File: src/rtl/multicycle_ctrl.sv
// rtl/multicycle_ctrl.sv - multicycle CPU control FSM with fetch timeout and retirement counting
module multicycle_ctrl #(
  parameter logic [31:0] RESET_PC      = 32'h0000_0000,
  parameter int          FETCH_TIMEOUT = 16
) (
  input  logic        clk,
  input  logic        rst_n,
  input  logic [5:0]  opcode,
  input  logic [5:0]  func,
  input  logic [31:0] imm,
  input  logic        alu_zero,
  output logic        imem_req,
  input  logic        imem_ack,
  output logic        dmem_req,
  output logic        dmem_we,
  input  logic        dmem_ack,
  output logic        inst_load,
  output logic        reg_we,
  output logic        alu_src,
  output logic        mem_to_reg,
  output logic [31:0] pc,
  output logic [31:0] instret,
  output logic [2:0]  state,
  output logic        halt,
  output logic        illegal,
  output logic        fault
);

  typedef enum logic [2:0] {
    S_FETCH  = 3'd0,
    S_DECODE = 3'd1,
    S_EXEC   = 3'd2,
    S_MEM    = 3'd3,
    S_WB     = 3'd4,
    S_HALT   = 3'd5
  } state_t;

  localparam logic [5:0] OP_RTYPE = 6'b000000;
  localparam logic [5:0] OP_ADDI  = 6'b001000;
  localparam logic [5:0] OP_LW    = 6'b100011;
  localparam logic [5:0] OP_SW    = 6'b101011;
  localparam logic [5:0] OP_BEQ   = 6'b000100;
  localparam logic [5:0] OP_J     = 6'b000010;
  localparam logic [5:0] OP_HALT  = 6'b111111;

  localparam int TW = (FETCH_TIMEOUT < 2) ? 1 : $clog2(FETCH_TIMEOUT + 1);
  localparam logic [TW-1:0] TLIM = TW'(FETCH_TIMEOUT - 1);

  state_t        state_q, state_d;
  logic [31:0]   pc_q, pc_d;
  logic [31:0]   instret_q;
  logic          fault_q;
  logic [TW-1:0] tcnt_q;
  logic          retire;
  logic          timeout;

  logic imem_req_c, dmem_req_c, dmem_we_c, inst_load_c, reg_we_c;
  logic alu_src_c, mem_to_reg_c, halt_c, illegal_c;

  logic is_lw, is_sw;
  assign is_lw = (opcode == OP_LW);
  assign is_sw = (opcode == OP_SW);

  // R-type function field does not influence sequencing
  logic unused_func;
  assign unused_func = ^func;

  // State, pc, retirement counter, sticky fault and fetch wait counter
  always_ff @(posedge clk) begin
    if (!rst_n) begin
      state_q   <= S_FETCH;
      pc_q      <= RESET_PC;
      instret_q <= 32'd0;
      fault_q   <= 1'b0;
      tcnt_q    <= '0;
    end else begin
      state_q <= state_d;
      pc_q    <= pc_d;
      if (retire)  instret_q <= instret_q + 32'd1;
      if (timeout) fault_q   <= 1'b1;
      if (state_q == S_FETCH && !imem_ack) tcnt_q <= tcnt_q + 1'b1;
      else                                 tcnt_q <= '0;
    end
  end

  // Next-state, next-pc and per-state control outputs
  always_comb begin
    state_d      = state_q;
    pc_d         = pc_q;
    retire       = 1'b0;
    timeout      = 1'b0;
    imem_req_c   = 1'b0;
    dmem_req_c   = 1'b0;
    dmem_we_c    = 1'b0;
    inst_load_c  = 1'b0;
    reg_we_c     = 1'b0;
    alu_src_c    = 1'b0;
    mem_to_reg_c = 1'b0;
    halt_c       = 1'b0;
    illegal_c    = 1'b0;
    case (state_q)
      S_FETCH: begin
        imem_req_c = 1'b1;
        if (imem_ack) begin
          inst_load_c = 1'b1;
          state_d     = S_DECODE;
        end else if (tcnt_q == TLIM) begin
          timeout = 1'b1;
          state_d = S_HALT;
        end
      end
      S_DECODE: state_d = S_EXEC;
      S_EXEC: begin
        alu_src_c = (opcode == OP_ADDI) || is_lw || is_sw;
        case (opcode)
          OP_RTYPE, OP_ADDI: state_d = S_WB;
          OP_LW, OP_SW:      state_d = S_MEM;
          OP_BEQ: begin
            pc_d    = alu_zero ? (pc_q + 32'd4 + (imm << 2)) : (pc_q + 32'd4);
            retire  = 1'b1;
            state_d = S_FETCH;
          end
          OP_J: begin
            pc_d    = {pc_q[31:28], imm[25:0], 2'b00};
            retire  = 1'b1;
            state_d = S_FETCH;
          end
          OP_HALT: state_d = S_HALT;
          default: begin
            illegal_c = 1'b1;
            pc_d      = pc_q + 32'd4;
            retire    = 1'b1;
            state_d   = S_FETCH;
          end
        endcase
      end
      S_MEM: begin
        dmem_req_c = 1'b1;
        dmem_we_c  = is_sw;
        if (dmem_ack) begin
          if (is_sw) begin
            pc_d    = pc_q + 32'd4;
            retire  = 1'b1;
            state_d = S_FETCH;
          end else begin
            state_d = S_WB;
          end
        end
      end
      S_WB: begin
        reg_we_c     = 1'b1;
        mem_to_reg_c = is_lw;
        pc_d         = pc_q + 32'd4;
        retire       = 1'b1;
        state_d      = S_FETCH;
      end
      S_HALT: halt_c = 1'b1;
      default: state_d = S_FETCH;
    endcase
  end

  // Reset masks every request and pulse output immediately, not just at the next edge
  assign imem_req   = rst_n & imem_req_c;
  assign dmem_req   = rst_n & dmem_req_c;
  assign dmem_we    = rst_n & dmem_we_c;
  assign inst_load  = rst_n & inst_load_c;
  assign reg_we     = rst_n & reg_we_c;
  assign illegal    = rst_n & illegal_c;
  assign halt       = rst_n & halt_c;
  assign alu_src    = alu_src_c;
  assign mem_to_reg = mem_to_reg_c;
  assign pc         = pc_q;
  assign instret    = instret_q;
  assign state      = state_q;
  assign fault      = fault_q;

endmodule
File: config.mk
export PLATFORM = sky130hd
export DESIGN_NAME = multicycle_ctrl
export DESIGN_NICKNAME = d
export VERILOG_FILES = /design/src/rtl/multicycle_ctrl.sv
export SDC_FILE = /design/constraint.sdc
export NUM_CORES = 1
export LEC_CHECK = 0
export ABC_AREA = 1
export BUFFER_PORTS_ARGS = -buffer_cell sky130_fd_sc_hd__clkbuf_2
export CAP_MARGIN = 10
export CORE_MARGIN = 5
export CORE_UTILIZATION = 42
export DETAILED_ROUTE_END_ITERATION = 8
export GPL_TIMING_DRIVEN = 1
export PLACE_DENSITY = 0.73
export SLEW_MARGIN = 30
export SYNTH_ARGS = -nofsm -noshare
export SYNTH_HDL_FRONTEND = slang
export SYNTH_SLANG_ARGS = --single-unit
File: constraint.sdc
create_clock -name clk -period 5.1 [get_ports clk]
set_clock_uncertainty 0.1 [all_clocks]
set_input_delay 0.255 -clock clk [delete_from_list [all_inputs] [get_ports clk]]
set_output_delay 0.255 -clock clk [all_outputs]
set_load 0.1 [all_outputs]
==> results.toml <==
[synth]
syn_avg_cell_area_um2 = 5.87
synth-seq-area-share = 0.200
synth-seq-cells = 71
yosys.cell_types.count = 58
synth-edff-count = 0
yosys_warnings = 0
synthArstFlopShare = 0
ys_dominant_reg_cell = "sky130_fd_sc_hd__dfxtp_1"
synthCells = 1213
post_synth_instance_area_um2 = 7120

[placement]
hpwlAfterDp_um = 18900
placedCellCount = 1524
gpl.final_weighted_congestion = 1.00
portBuffers = 115

[routing]
detailedRoute.firstPassIterationCount = 5
viasPerCell = 5.38
number_of_design_rule_violations_left_by_the_first_detailed_router_iteration = 790
routed-via-count = 8289
drc = 0
drt-wirelength-per-cell_um = 15.4
antenna_left = 0
finalWirelength_um = 23600

[cts]
cts-hold-fix-buffers = 0
postCtsSetupRepairBufs = 0
clock_tree.htree_level_count = 3
cts_tree = "done"
clkLatencyLatePin_ns = 0.34
clockBufferDepth = 2
cts_sinks = 71
clock_root_buffer = "sky130_fd_sc_hd__clkbuf_16"
cts-buffers-inserted = 9
ctsResizeCount = 0
clkTransAtPathRegs_ns = 0.07

[setup_path]
timing.setup.critical_path_class = "reg -> reg"
reg2reg_setup_slack_ns = 1.15
timing.critical_path.fanout_max = 5
worst_r2r_endpoint = "pc[31]$_SDFFE_PN0P_"
r2r-start = "pc[2]$_SDFFE_PN0P_"
startpoint_type = "flip-flop"
crit_path_end_kind = "flip-flop"
r2r.worst_path.cells = 24
crit_required_ns = 5.22
worst_ep_arrival_time_ns = 4.07

[global_routing]
wire_length_of_the_first_global_routing_pass_um = 38200
global_route.overflow_total = 0
maximum_number_of_pins_on_one_net_before_global_route_repair = 40
grt_pass1_vias = 7575
grt_use_total = 0.236
antenna_found_initial = 0

[power_and_ir_drop]
proportion_of_total_power_due_to_net_switching = 0.597
total_power_w = 0.00390
worst_voltage_drop_across_the_vdd_grid_uv = 587
clock_power_share = 0.160
seqPwrFrac = 0.214
pleak_nw = 3.82
power.share.combinational = 0.626
cellInternalPower_w = 0.00157
total_switching_power_w = 0.00233
power.density_cell_area_nw_per_um2 = 479

[sta]
finalWorstPathRequiredPeriod_ns = 3.95
finalHoldViolCount = 0
tightestPinTransition_ns = 0.829
slew_headroom = 0.447
max_freq_mhz = 253
setup-tns-final_ns = 0
timing_max_transition_violations_final = 0
rsz0062_at_grt = "no"
fin_crit_sh = 0.774
setup_viol_count_final = 0

[die]
io_pins = 126
core.rowCount = 47
design.die.area_um2 = 19700
die-height_um = 140
core_area_um2 = 16600
initial_utilization = 0.429
die_w_um = 140

[final_layout]
layout_commonest_cell = "sky130_fd_sc_hd__nand2_1"
final_nets = 1400
final_core_util = 0.491
final_cell_count_no_fill = 1540
final_layout_size_suffix_gt1_frac = 0.144
antenna_diode_count = 0
flow.area_growth_from_synthesis_pct = 14.3
mostFrequentLayoutCells = "sky130_fd_sc_hd__nand2_1 (341), sky130_fd_sc_hd__inv_1 (158), sky130_fd_sc_hd__clkbuf_2 (115)"

[worst_hold_path]
worst_hold_path.endpoint = "state[0]$_SDFFE_PN0P_"
min_path_cells = 4
holdCritStartpoint = "dmem_ack"
hold_path.class = "in -> reg"

[job]
cap_violations = 0

[status]
status = "complete, no violations"
## layer usage
| layer | global-route usage | share of wire |
|---|---|---|
| met2 | 0.361 | 0.43 |
| met1 | 0.342 | 0.46 |
| met5 | 0 | 0 |
| met3 | 0.0423 | 0.093 |
| met4 | 0.0581 | 0.022 |
## power by group through the flow
stage / clock network, W / registers [W] / logic [W]
finish: 0.000624 / 0.000837 / 0.00244
global route: 0.000660 / 0.000854 / 0.00266
CTS: 0.000632 / 0.000830 / 0.00243
detailed placement: 0 / 0.000842 / 0.00242
global placement: 0 / 0.000838 / 0.00240
floorplan: 0 / 0.00153 / 0.00125
## how the worst max path moves through the flow
stage / start / end / slack (ns) / cells past startpoint
finish: pc[2]$_SDFFE_PN0P_ / pc[31]$_SDFFE_PN0P_ / 1.15 / 24
CTS: pc[2]$_SDFFE_PN0P_ / pc[31]$_SDFFE_PN0P_ / 1.23 / 24
detailed placement: pc[2]$_SDFFE_PN0P_ / pc[31]$_SDFFE_PN0P_ / 1.24 / 24
global route: pc[2]$_SDFFE_PN0P_ / pc[31]$_SDFFE_PN0P_ / 0.91 / 24
global placement: pc[2]$_SDFFE_PN0P_ / pc[31]$_SDFFE_PN0P_ / 1.34 / 24
floorplan: state[1]$_SDFFE_PN0P_ / illegal / 1.19 / 4
## through the flow
| step | setup slack (ns) | area [um^2] | hold WS (ns) |
|---|---|---|---|
| 6_report | 1.15 | 8140 | 0.154 |
| 5_1_grt | 0.915 | 8140 | 0.162 |
| 4_1_cts | 1.23 | 8140 | 0.135 |
| 3_5_place_dp | 1.24 | 7850 | 0.339 |
| 3_3_place_gp | 1.34 | 7850 | 0.327 |
| 2_1_floorplan | 1.19 | 7120 | 0.318 |
## critical path: stages (launching register included)
cell and delay (ns):
sky130_fd_sc_hd__dfxtp_1 0.37, sky130_fd_sc_hd__ha_1 0.34, sky130_fd_sc_hd__nand3_2 0.22, sky130_fd_sc_hd__nor2_4 0.17
sky130_fd_sc_hd__nand2_1 0.10, sky130_fd_sc_hd__nor3_2 0.23, sky130_fd_sc_hd__nand3_1 0.17, sky130_fd_sc_hd__nor2_1 0.15
sky130_fd_sc_hd__xor2_1 0.25, sky130_fd_sc_hd__inv_1 0.09, sky130_fd_sc_hd__ha_1 0.34, sky130_fd_sc_hd__nand2_1 0.09
sky130_fd_sc_hd__nand2_1 0.04, sky130_fd_sc_hd__inv_1 0.06, sky130_fd_sc_hd__nor2_1 0.04, sky130_fd_sc_hd__nor2_1 0.08
sky130_fd_sc_hd__nand2_1 0.07, sky130_fd_sc_hd__a21oi_1 0.27, sky130_fd_sc_hd__nand2_1 0.10, sky130_fd_sc_hd__nand2_1 0.12
sky130_fd_sc_hd__nand3_1 0.08, sky130_fd_sc_hd__nand2_1 0.08, sky130_fd_sc_hd__nand3_1 0.08, sky130_fd_sc_hd__nand2_1 0.10
sky130_fd_sc_hd__a21oi_1 0.06
## cells by family (layout without fill, tap and decap cells)
family / Yosys count / count (layout) / share of synthesized area
other cells: 1 / 2 / 0.000527
flops: 71 / 71 / 0.200
simple gates: 638 / 638 / 0.402
xor+xnor: 39 / 39 / 0.0480
buf+inv: 203 / 309 / 0.113
fa+ha+maj: 36 / 36 / 0.0643
compound gates: 225 / 225 / 0.172
## synthesized netlist by cell type, types with 2 or more instances
library cell               instances  area share
sky130_fd_sc_hd__buf_4             3      0.0032
sky130_fd_sc_hd__ha_1             35       0.062
sky130_fd_sc_hd__xnor2_1          13       0.016
sky130_fd_sc_hd__clkbuf_1         11      0.0058
sky130_fd_sc_hd__nand2_2           5      0.0044
sky130_fd_sc_hd__nor2_2            7      0.0062
sky130_fd_sc_hd__nor3b_1           2      0.0021
sky130_fd_sc_hd__a31oi_1           6      0.0053
sky130_fd_sc_hd__nand3_1          62       0.044
sky130_fd_sc_hd__nand3b_1          5      0.0053
sky130_fd_sc_hd__inv_2            13      0.0069
sky130_fd_sc_hd__nand3_2           4      0.0056
sky130_fd_sc_hd__dfxtp_1          71        0.20
sky130_fd_sc_hd__nor2_1          113       0.060
sky130_fd_sc_hd__nand4_1          26       0.023
sky130_fd_sc_hd__o211ai_1          6      0.0063
sky130_fd_sc_hd__a211oi_1          3      0.0032
sky130_fd_sc_hd__nor2_4            7       0.011
sky130_fd_sc_hd__a21oi_1         108       0.076
sky130_fd_sc_hd__o21a_1            2      0.0021
sky130_fd_sc_hd__clkinv_1          3      0.0016
sky130_fd_sc_hd__o21bai_1          5      0.0053
sky130_fd_sc_hd__or2_2             6      0.0053
sky130_fd_sc_hd__nor3_2            7      0.0098
sky130_fd_sc_hd__buf_6             2      0.0032
sky130_fd_sc_hd__nand2_1         341        0.18
sky130_fd_sc_hd__and2_1            2      0.0018
sky130_fd_sc_hd__buf_2            10      0.0070
sky130_fd_sc_hd__o21ai_1          10      0.0070
sky130_fd_sc_hd__nor4_1           10      0.0088
sky130_fd_sc_hd__o21ai_0          70       0.049
sky130_fd_sc_hd__inv_1           158       0.083
sky130_fd_sc_hd__a21o_1            5      0.0053
sky130_fd_sc_hd__nor3_1           33       0.023
sky130_fd_sc_hd__xor2_1           26       0.032
## area by class of cell
type	instances	area, um^2
clock inverters	5	38.8
repair buffers	117	591
flip-flops and latches	71	1420
well taps	220	275
fillers	1804	8440
multi-input cells	940	4900
inverters	176	664
clock buffers	11	253
## registers in the layout, indices dropped and copies added (netlist names)
name / cells
instret: 32
tcnt_q: 5
pc: 30
state: 3
fault: 1
Note: power is estimated with default switching activity, not from simulation.
